--- config.mk ---
export PLATFORM = sky130hd
export DESIGN_NAME = ir_queue
export DESIGN_NICKNAME = d
export VERILOG_FILES = /design/src/rtl/ir_queue.sv
export SDC_FILE = /design/constraint.sdc
export NUM_CORES = 1
export LEC_CHECK = 0
export BUFFER_PORTS_ARGS = -buffer_cell sky130_fd_sc_hd__buf_2
export CAP_MARGIN = 20
export CELL_PAD_IN_SITES_DETAIL_PLACEMENT = 1
export CELL_PAD_IN_SITES_GLOBAL_PLACEMENT = 1
export CORE_MARGIN = 4
export CORE_UTILIZATION = 49
export CTS_CLUSTER_DIAMETER = 200
export DETAILED_ROUTE_END_ITERATION = 7
export GPL_TIMING_DRIVEN = 0
export PLACE_DENSITY = 0.9
export SKIP_LAST_GASP = 1
export SLEW_MARGIN = 20
export SYNTH_ARGS = -nofsm -noshare
export SYNTH_HDL_FRONTEND = slang
export SYNTH_SLANG_ARGS = --single-unit
--- constraint.sdc ---
create_clock -name clk -period 3.3 [get_ports clk]
set_input_delay 0.495 -clock clk [delete_from_list [all_inputs] [get_ports clk]]
set_output_delay 0.495 -clock clk [all_outputs]
set_load 0.05 [all_outputs]
--- src/rtl/ir_queue.sv ---
// Instruction register with prefetch FIFO: packs MBR bytes into instructions
// (opcode byte first) and presents the head entry until the control unit pops it.
module ir_queue #(
  parameter int unsigned BYTE_W      = 8,
  parameter int unsigned INSTR_BYTES = 2,
  parameter int unsigned DEPTH       = 4,
  parameter int unsigned LOAD_BIT    = 4,
  parameter int unsigned POP_BIT     = 5,
  parameter int unsigned FLUSH_BIT   = 6
) (
  input  logic                                clk,
  input  logic                                rst,
  input  logic [31:0]                         control_signal,
  input  logic [BYTE_W-1:0]                   MBR_IN,
  output logic [BYTE_W-1:0]                   IR_OUT,
  output logic [(INSTR_BYTES-1)*BYTE_W-1:0]   OPERAND_OUT,
  output logic                                IR_VALID,
  output logic                                IR_FULL,
  output logic [$clog2(DEPTH):0]              IR_COUNT,
  output logic                                ASM_BUSY,
  output logic                                IR_OVF
);

  localparam int unsigned PTR_W  = $clog2(DEPTH);
  localparam int unsigned CNT_W  = PTR_W + 1;
  localparam int unsigned BC_W   = $clog2(INSTR_BYTES);
  localparam int unsigned OPR_W  = (INSTR_BYTES - 1) * BYTE_W;
  localparam int unsigned WORD_W = INSTR_BYTES * BYTE_W;

  logic [WORD_W-1:0] mem_q [DEPTH];
  logic [PTR_W-1:0]  rd_ptr_q, wr_ptr_q;
  logic [CNT_W-1:0]  count_q;
  logic [BC_W-1:0]   byte_cnt_q;
  logic [OPR_W-1:0]  asm_q;
  logic              ovf_q;

  logic load, pop, flush;
  logic final_byte, fifo_full, fifo_empty;
  logic do_pop, do_push, drop;
  logic [WORD_W-1:0] head;
  logic unused_ctrl;

  assign load  = control_signal[LOAD_BIT];
  assign pop   = control_signal[POP_BIT];
  assign flush = control_signal[FLUSH_BIT];
  assign unused_ctrl = ^control_signal;

  // Decode of this cycle's queue actions; a pop frees the slot for a same-cycle push.
  always_comb begin
    final_byte = (byte_cnt_q == BC_W'(INSTR_BYTES - 1));
    fifo_full  = (count_q == CNT_W'(DEPTH));
    fifo_empty = (count_q == '0);
    do_pop     = pop && !fifo_empty;
    do_push    = load && final_byte && (!fifo_full || do_pop);
    drop       = load && final_byte && fifo_full && !do_pop;
  end

  always_ff @(posedge clk) begin
    if (rst) begin
      rd_ptr_q   <= '0;
      wr_ptr_q   <= '0;
      count_q    <= '0;
      byte_cnt_q <= '0;
      asm_q      <= '0;
      ovf_q      <= 1'b0;
    end else if (flush) begin
      rd_ptr_q   <= '0;
      wr_ptr_q   <= '0;
      count_q    <= '0;
      byte_cnt_q <= '0;
      ovf_q      <= 1'b0;
    end else begin
      if (do_pop)  rd_ptr_q <= rd_ptr_q + PTR_W'(1);
      if (do_push) wr_ptr_q <= wr_ptr_q + PTR_W'(1);
      case ({do_push, do_pop})
        2'b10:   count_q <= count_q + CNT_W'(1);
        2'b01:   count_q <= count_q - CNT_W'(1);
        default: count_q <= count_q;
      endcase
      if (load && !final_byte) begin
        byte_cnt_q <= byte_cnt_q + BC_W'(1);
        for (int unsigned k = 0; k < INSTR_BYTES - 1; k++) begin
          if (byte_cnt_q == BC_W'(k)) asm_q[OPR_W-1-k*BYTE_W -: BYTE_W] <= MBR_IN;
        end
      end else if (do_push) begin
        byte_cnt_q <= '0;
      end
      if (drop) ovf_q <= 1'b1;
    end
  end

  // Storage needs no reset: entries are only visible while counted.
  always_ff @(posedge clk) begin
    if (!rst && !flush && do_push) mem_q[wr_ptr_q] <= {asm_q, MBR_IN};
  end

  always_comb begin
    head        = mem_q[rd_ptr_q];
    IR_VALID    = !fifo_empty;
    IR_FULL     = fifo_full;
    IR_COUNT    = count_q;
    ASM_BUSY    = (byte_cnt_q != '0);
    IR_OVF      = ovf_q;
    IR_OUT      = fifo_empty ? '0 : head[WORD_W-1 -: BYTE_W];
    OPERAND_OUT = fifo_empty ? '0 : head[OPR_W-1:0];
  end

endmodule

==> results.txt <==
Vias - 1,859
routing usage on met2 - 31.1%
layout cell share with drive strength beyond 1 - 31.1%
Routed WL per cell - 21.3 um
worst relative slew slack - 38.0%
total grt overflow - 0
total global-route track usage - 18.3%
r2r setup slk - 960 ps
setup repair bufs after CTS - 0
M1 GR Usage - 23.3%
CTS tree - built
cts bufs inserted - 9
setup TNS - 0 ps
Clock Skew - 11.0 ps
DRC - 0
Synth warnings - 0
Flop pwr share - 61.9%
synthesized flop and latch total - 83
Crit path depth - 5
Worst VDD drop - 0.000249 V
Yosys cell types - 36
initial antenna violation count - 0
antenna-violating nets left - 0
Pleak - 1.38 nW
crit path kind - reg -> out
vias per cell - 5.67
WP buf/inv - 3
Final Critical Period - 2490 ps
DP Cell Count - 313
DIE AREA - 8280 um^2
Slowest-stage cell, CP - mux4_2
diodes inserted - 0
DIE HEIGHT - 91.0 um
Critical Path RT - 2800 ps
Synth Instances - 202
Initial Util - 51.7%
crit-path max FO - 10
first-pass GRT wire length - 11,400 um
crit start category - register
Crit path max-delay family - buffers and inverters
grt peak-use layer - met2
dpl ws - 777 ps
clock root cell - clkbuf_8
final worst slack - 815 ps
Core ar. - 6530 um^2
status - finished, final reports clean
Setup Viol. Count Final - 0
crit end category - primary output
most frequent cells in the layout - 64 x edfxtp_1, 38 x buf_2, 19 x dfxtp_1
IO Pins - 65
detailed placement HPWL - 4720 um
Mapped Area - 3380 um^2
reg2reg start - IR_COUNT[1]$_SDFFE_PP0P_
critical path's largest stage delay - 360 ps
Max-Cap Viols - 0
CTS HTree Levels - 3
Port Buffer Count - 34
Pwr per Cell Area - 483 nW/um^2
Final Hold Fails - 0
NetSw - 0.000415 W
synthesized area per cell - 16.7 um^2
sw frac - 22.6%
Total Power - 0.00184 W
Post-CTS Resized - 0
commonest non-fill, non-tap cell in the layout - edfxtp_1
met3 Use GR - 4.13%
Clk pwr share - 33.5%
hold slack - 377 ps
Hold Buf Count CTS - 0
most used cell, CP - buf_2
CTS clk-pin slew, worst paths - 80 ps
TritonCTS Sinks - 83
Die X - 91.0 um
fin cells - 328
Clock Tree Buf Depth - 2
P&R area growth vs syn - 12.6%
Reg2Reg Depth - 7
post-synthesis sequential area ratio - 68.2%
pin count of the biggest net entering global routing - 17
total wire length - 7000 um
Placer Congestion - 0.789
Gate power share - 4.6%
crit path to - OPERAND_OUT[4]
crit-path cells - clkbuf_2 > buf_2 > mux4_2 > and2_1 > buf_2
fmax - 0.402 GHz
Layout Nets - 294
Internal - 0.00142 W
syn_nets - 249
first drt pass iteration count - 4
Hold Crit Class - in -> reg
RSZ-0062 raised after global routing - no
Worst Path Arrival - 1990 ps
worst slew pin tran - 930 ps
DR iter-0 viols - 145
Placement Rows - 29
Final period util - 75.3%
clock latency on the worst-skew pair - 350 ps
vias in the first global route - 2,088
R2R Path End - IR_COUNT[2]$_SDFFE_PP0P_
max-slew violations - 0
-- Yosys cell counts (all sizes together) --
cell | n | share of area (%)
o221ai | 1 | 0.26
or2 | 1 | 0.19
ha | 4 | 1.5
o31a | 1 | 0.26
o21a | 1 | 0.22
o311ai | 1 | 0.26
and3 | 5 | 0.93
nor4 | 1 | 0.19
o31ai | 2 | 0.44
and2 | 16 | 3.0
nor2 | 17 | 1.9
nand3 | 5 | 1.1
buf | 8 | 1.9
inv | 5 | 0.56
a21oi | 4 | 0.70
edfxtp | 64 | 57
fa | 1 | 0.59
nor3b | 2 | 0.78
xor2 | 2 | 0.74
clkbuf | 4 | 0.48
mux2i | 10 | 3.0
dfxtp | 19 | 11
or3 | 2 | 0.52
nand4b | 1 | 0.26
xnor2 | 2 | 0.52
o21ai | 2 | 0.30
nand2 | 5 | 0.63
mux4 | 16 | 11
-- registers in the layout, indices dropped and copies added, names as in the netlist, named ones only --
name      count
IR_COUNT      3
ASM_BUSY      1
mem_q        64
IR_OVF        1
asm_q         8
rd_ptr_q      2
wr_ptr_q      2
-- worst min path at each step --
stage	start	to	slack (ps)	depth (start not counted)
floorplan	asm_q[2]$_SDFFE_PP0P_	mem_q[0][10]$_DFFE_PP_	460	0
global placement	IR_OVF$_SDFFE_PP0P_	IR_OVF$_SDFFE_PP0P_	460	2
detailed placement	IR_OVF$_SDFFE_PP0P_	IR_OVF$_SDFFE_PP0P_	490	2
CTS	MBR_IN[1]	mem_q[2][1]$_DFFE_PP_	370	1
global route	MBR_IN[6]	mem_q[2][6]$_DFFE_PP_	370	1
finish	MBR_IN[1]	mem_q[3][1]$_DFFE_PP_	380	1
-- power by group through the flow --
stage          Clock (W)  Sequential [W]  Combinational [W]
2_1_floorplan          0         0.00116          0.0000506
5_1_grt         0.000676         0.00114          0.0000912
6_report        0.000615         0.00114          0.0000839
4_1_cts         0.000626         0.00114          0.0000844
3_3_place_gp           0         0.00116          0.0000788
3_5_place_dp           0         0.00116          0.0000838
-- logic make-up after synthesis --
family                   Yosys count  synth area share, %
AO/OA/AOI/OAI                     12                 2.45
XOR/XNOR                           4                 1.26
multiplexers                      26                 13.6
adder cells (fa/ha/maj)            5                 2.07
flip-flops                        83                 68.2
AND/OR/NAND/NOR                   55                 9.45
buffers and inverters             17                 2.96
-- cell type report --
cell class              count  area, um^2
fillers                   621        2730
well taps                  77        96.3
flip-flops and latches     83        2300
clock inverters             5        31.3
plain buffers              12        81.3
inverters                   5        18.8
multi-input cells         102         975
clock buffers              10         128
repair buffers             34         170
-- routing by layer --
layer,vias up,wire length [um]
met5,-,0
met4,0,99
met3,10,329
met2,59,3680
met1,941,2890
li1,849,-
-- per-stage QoR --
stage	instance area, um^2	utilization (%)
floorplan	3380	-
global placement	3640	55.8
detailed placement	3640	55.8
CTS	3800	58.2
global route	3800	58.2
finish	3800	58.2
-- worst reg2reg max path: stages (launching register included) --
cell and delay (ps):
dfxtp_1 550, or3_4 210, buf_6 140, nand3_4 80, fa_1 440, or3_1 410
and3_1 180, o31a_1 220
Note: power is estimated with default switching activity, not from simulation.
